==> src/rtl/alu_logic_arbiter.sv <==
`default_nettype none
// ============================================================================
// Module   : alu_logic_arbiter
// Purpose  : Two-requester round-robin front end for a registered bitwise ALU;
//            one operation in flight, result held until the consumer takes it.
// Revision : 1.0 - initial release
// ============================================================================
module alu_logic_arbiter #(
    parameter int WIDTH = 8
) (
    input  logic             clk,
    input  logic             rst,
    input  logic             req0_valid,
    input  logic [WIDTH-1:0] req0_a,
    input  logic [WIDTH-1:0] req0_b,
    input  logic [1:0]       req0_s,
    output logic             req0_ready,
    input  logic             req1_valid,
    input  logic [WIDTH-1:0] req1_a,
    input  logic [WIDTH-1:0] req1_b,
    input  logic [1:0]       req1_s,
    output logic             req1_ready,
    output logic             res_valid,
    output logic [WIDTH-1:0] res_data,
    output logic             res_id,
    input  logic             res_ready,
    output logic [15:0]      op_count
);

    typedef enum logic [1:0] {
        S_IDLE = 2'd0,
        S_EXEC = 2'd1,
        S_HOLD = 2'd2
    } state_t;

    state_t           r_state;
    logic             r_last;
    logic [WIDTH-1:0] r_a;
    logic [WIDTH-1:0] r_b;
    logic [1:0]       r_s;
    logic             r_id;
    logic             r_res_valid;
    logic [WIDTH-1:0] r_res_data;
    logic             r_res_id;
    logic [15:0]      r_op_count;

    logic             w_idle;
    logic             w_gnt0;
    logic             w_gnt1;
    logic [WIDTH-1:0] w_result;

    // r_last holds the most recent grant; requester 1 wins a tie only after 0 went last.
    assign w_idle     = (r_state == S_IDLE) && !rst;
    assign w_gnt1     = req1_valid && (!req0_valid || !r_last);
    assign w_gnt0     = req0_valid && !w_gnt1;
    assign req0_ready = w_idle && w_gnt0;
    assign req1_ready = w_idle && w_gnt1;

    always_comb begin
        w_result = '0;
        case (r_s)
            2'b00:   w_result = r_a & r_b;
            2'b01:   w_result = r_a | r_b;
            2'b10:   w_result = r_a ^ r_b;
            default: w_result = r_a & ~r_b;
        endcase
    end

    always_ff @(posedge clk) begin
        if (rst) begin
            r_state     <= S_IDLE;
            r_last      <= 1'b1;
            r_a         <= '0;
            r_b         <= '0;
            r_s         <= 2'b00;
            r_id        <= 1'b0;
            r_res_valid <= 1'b0;
            r_res_data  <= '0;
            r_res_id    <= 1'b0;
            r_op_count  <= 16'h0000;
        end else begin
            case (r_state)
                S_IDLE: begin
                    if (req0_ready || req1_ready) begin
                        r_a     <= w_gnt1 ? req1_a : req0_a;
                        r_b     <= w_gnt1 ? req1_b : req0_b;
                        r_s     <= w_gnt1 ? req1_s : req0_s;
                        r_id    <= w_gnt1;
                        r_last  <= w_gnt1;
                        r_state <= S_EXEC;
                    end
                end
                S_EXEC: begin
                    r_res_data  <= w_result;
                    r_res_id    <= r_id;
                    r_res_valid <= 1'b1;
                    r_state     <= S_HOLD;
                end
                S_HOLD: begin
                    if (res_ready) begin
                        r_res_valid <= 1'b0;
                        r_op_count  <= r_op_count + 16'd1;
                        r_state     <= S_IDLE;
                    end
                end
                default: r_state <= S_IDLE;
            endcase
        end
    end

    assign res_valid = r_res_valid;
    assign res_data  = r_res_data;
    assign res_id    = r_res_id;
    assign op_count  = r_op_count;

endmodule
`default_nettype wire

==> config.mk <==
export PLATFORM = sky130hd
export DESIGN_NAME = alu_logic_arbiter
export DESIGN_NICKNAME = d
export VERILOG_FILES = /design/src/rtl/alu_logic_arbiter.sv
export SDC_FILE = /design/constraint.sdc
export NUM_CORES = 1
export LEC_CHECK = 0
export CORE_UTILIZATION = 28
export CTS_CLUSTER_DIAMETER = 50
export DETAILED_ROUTE_END_ITERATION = 10
export REMOVE_ABC_BUFFERS = 1
export SYNTH_ARGS = -nofsm -noshare
export SYNTH_HDL_FRONTEND = slang
export SYNTH_SLANG_ARGS = --single-unit
==> constraint.sdc <==
create_clock -name clk -period 2.83 [get_ports clk]
set_input_delay 0.566 -clock clk [delete_from_list [all_inputs] [get_ports clk]]
set_output_delay 0.566 -clock clk [all_outputs]
set_load 0.01 [all_outputs]
==> flow_summary.ini, run 1 <==
[setup_path]
start_kind = input port
critPathMaxFanout = 4
crit_required_ps = 2260
crit_path_end_kind = primary output
arrival_ps = 1960
path_class = in -> out

[drt]
postRouteAntennaNets = 0
drc = 0
drt_iter0_drc = 42
via_per_inst = 4.60
vias = 2117
wl_mm = 5.35
routedWlPerCell_um = 11.6
drt-pass1-iter-count = 4

[timing]
finalHoldViolations = 0
setup_tns_ps = 0
slew_viol_final = 0
fmax_ghz = 0.396
rsz0062_at_grt = no
fin_skew_ps = 4.65
setup_viol = 0
finalCriticalPeriod_ps = 2530
finalCritPeriodShare = 0.893
worst_pin_slew_ps = 639
relSlewSlack = 0.574
setup_ws_ps = 304

[status]
status = finished, final reports clean

[cells_and_area]
nets = 404
final_cell_mix = clkdlybuf4s50_1, dfxtp_1, nor2_1
fillers = 924
antenna_cells = 0
areaGrowthSynthToFinish_pct = 34.5
final_cell_count_no_fill = 460
layout-drive-gt1-share = 0.0540
final_core_util = 0.386
layout_commonest_cell = clkdlybuf4s50_1

[pwr]
power_leakage_uw = 0.00119
peakVddDrop_uv = 179
pwr_density_cell_nw_per_um2 = 449

[die]
rows = 34
die_area_um2 = 9270
die_y_um = 96.3
start_util = 0.287
core_um2 = 8680
die_w_um = 96.3
pin_count = 69

[place]
gp_congestion = 0.775
dp_cells = 452
port_buffers = 68
place_ws_ps = 299
hpwl_mm = 3.92

[clock_network]
clock_path_buffers = 2
root_buffer = clkbuf_8
htree_levels = 2
cts_hold_buf = 0
cts_sinks = 48
cts_buffers = 5
cts_setup_buffers = 0
cts.clk_slew.worst_paths_ps = 90
ctsResizeCount = 0
cts_tree = yes
insertion_delay_ps = 300

[global_route]
gr-total-overflow = 0
grt_pass1_vias = 1918
grt_util_all_layers = 0.120
grt_pass1_wl_mm = 8.61
antenna_found_initial = 0
grt_max_degree = 48

[run]
maxCapViolations = 0

[logic_synthesis]
postSynthCellCount = 290
synth_warnings = 0
netlist_area_um2 = 2490
ys_ff_latch = 48
synth_cell_types = 40
syn_avg_cell_area_um2 = 8.59
seq_area_frac_synth = 0.386

[min_path]
hold_path.class = reg -> reg
==> cell usage after synthesis, drive strengths merged <==
master	count	share of area
mux2i	20	0.080
ha	12	0.060
a211oi	18	0.054
and4	2	0.0080
or3	11	0.028
or4	1	0.0030
a221o	1	0.0040
and2	1	0.0025
nand2	24	0.036
a22oi	1	0.0030
buf	7	0.015
a21oi	4	0.0080
o31ai	1	0.0030
o21a	1	0.0030
nor4	2	0.0050
clkbuf	11	0.017
dfxtp	48	0.39
nand4	5	0.019
xnor2	5	0.018
and4b	1	0.0040
a311oi	8	0.028
a21boi	1	0.0030
and3b	1	0.0035
o21ai	11	0.022
nand4b	1	0.0035
nor2b	1	0.0025
xor2	14	0.049
nor2	45	0.068
inv	19	0.029
nor3b	1	0.0030
and3	2	0.0055
and2b	1	0.0030
nand3	5	0.015
nor3	4	0.0080
==> layout make-up <==
class / count / area [um2] / share of cell area
clock inverters: 2 / 10.0 / 0.00299
clock buffers: 6 / 82.6 / 0.0247
multi-input cells: 205 / 1380 / 0.413
well taps: 108 / 135 / 0.0404
flip-flops and latches: 48 / 961 / 0.287
repair buffers: 72 / 706 / 0.211
inverters: 19 / 71.3 / 0.0213
==> cell families after synthesis <==
logic type	share of synthesized area
xor gates and xnor gates	0.0668
AOI/OAI and AO/OA	0.129
DFF	0.386
adders and majority gates	0.0603
and+or+nand+nor	0.218
buffers and inverters	0.0603
muxes	0.0804
==> per-layer routing <==
layer	up-vias	GRT usage	part of all wire	routed length (um)
met3	5	0.0269	0.043	228
met2	48	0.219	0.49	2600
li1	1125	-	-	-
met1	939	0.136	0.46	2470
met4	0	0.0392	0.0092	49
met5	-	0	0	0
==> worst max-delay path, stage by stage <==
cell             delay (ps)
clkdlybuf4s50_1         490
a21boi_2                230
and2_1                  150
clkdlybuf4s50_1         530
==> state kept, by name (all words and copies together), names as in the netlist <==
name       count
op_count      16
r_a            8
r_b            8
res_data       8
r_s            2
r_state        2
r_id           1
r_last         1
res_id         1
res_valid      1
==> stage by stage <==
stage / power (uW) / area, um2 / hold WS, ps
detailed placement: 1100 / 3260 / 489
floorplan: 950 / 2410 / 465
global route: 1600 / 3350 / 512
global placement: 1090 / 3260 / 463
finish: 1500 / 3350 / 502
CTS: 1530 / 3350 / 501
==> worst paths after layout <==
path                     from           to  slack (ps)  depth (start not counted)
hold reg to reg   res_data[3]  res_data[3]         500                          2
setup / recovery   req1_valid   req1_ready         300                          4
hold / removal    res_data[3]  res_data[3]         500                          2
setup reg to reg       r_s[0]  res_data[2]        1120                          4
==> report_power, final <==
group | total (uW) | switching, uW | internal [uW]
clock network | 423 | 227 | 195
logic | 328 | 159 | 169
registers | 753 | 32.7 | 720
total | 1500 | 419 | 1080
Note: power is estimated with default switching activity, not from simulation.
==> inputs of run 2 (changes only) <==
--- a/config.mk
+++ b/config.mk
@@ -6,7 +6,7 @@
 export NUM_CORES = 1
 export LEC_CHECK = 0
 export CORE_UTILIZATION = 28
-export CTS_CLUSTER_DIAMETER = 50
+export CTS_CLUSTER_DIAMETER = 200
 export DETAILED_ROUTE_END_ITERATION = 10
 export REMOVE_ABC_BUFFERS = 1
 export SYNTH_ARGS = -nofsm -noshare
==> results of run 2 <==
The final DEF is identical to that of run 1; final timing and power are the same.
==> inputs of run 3 (changes only) <==
--- a/config.mk
+++ b/config.mk
@@ -5,6 +5,7 @@
 export SDC_FILE = /design/constraint.sdc
 export NUM_CORES = 1
 export LEC_CHECK = 0
+export CAP_MARGIN = 10
 export CORE_UTILIZATION = 28
 export CTS_CLUSTER_DIAMETER = 200
 export DETAILED_ROUTE_END_ITERATION = 10
==> results of run 3 <==
The final DEF is identical to that of run 1; final timing and power are the same.
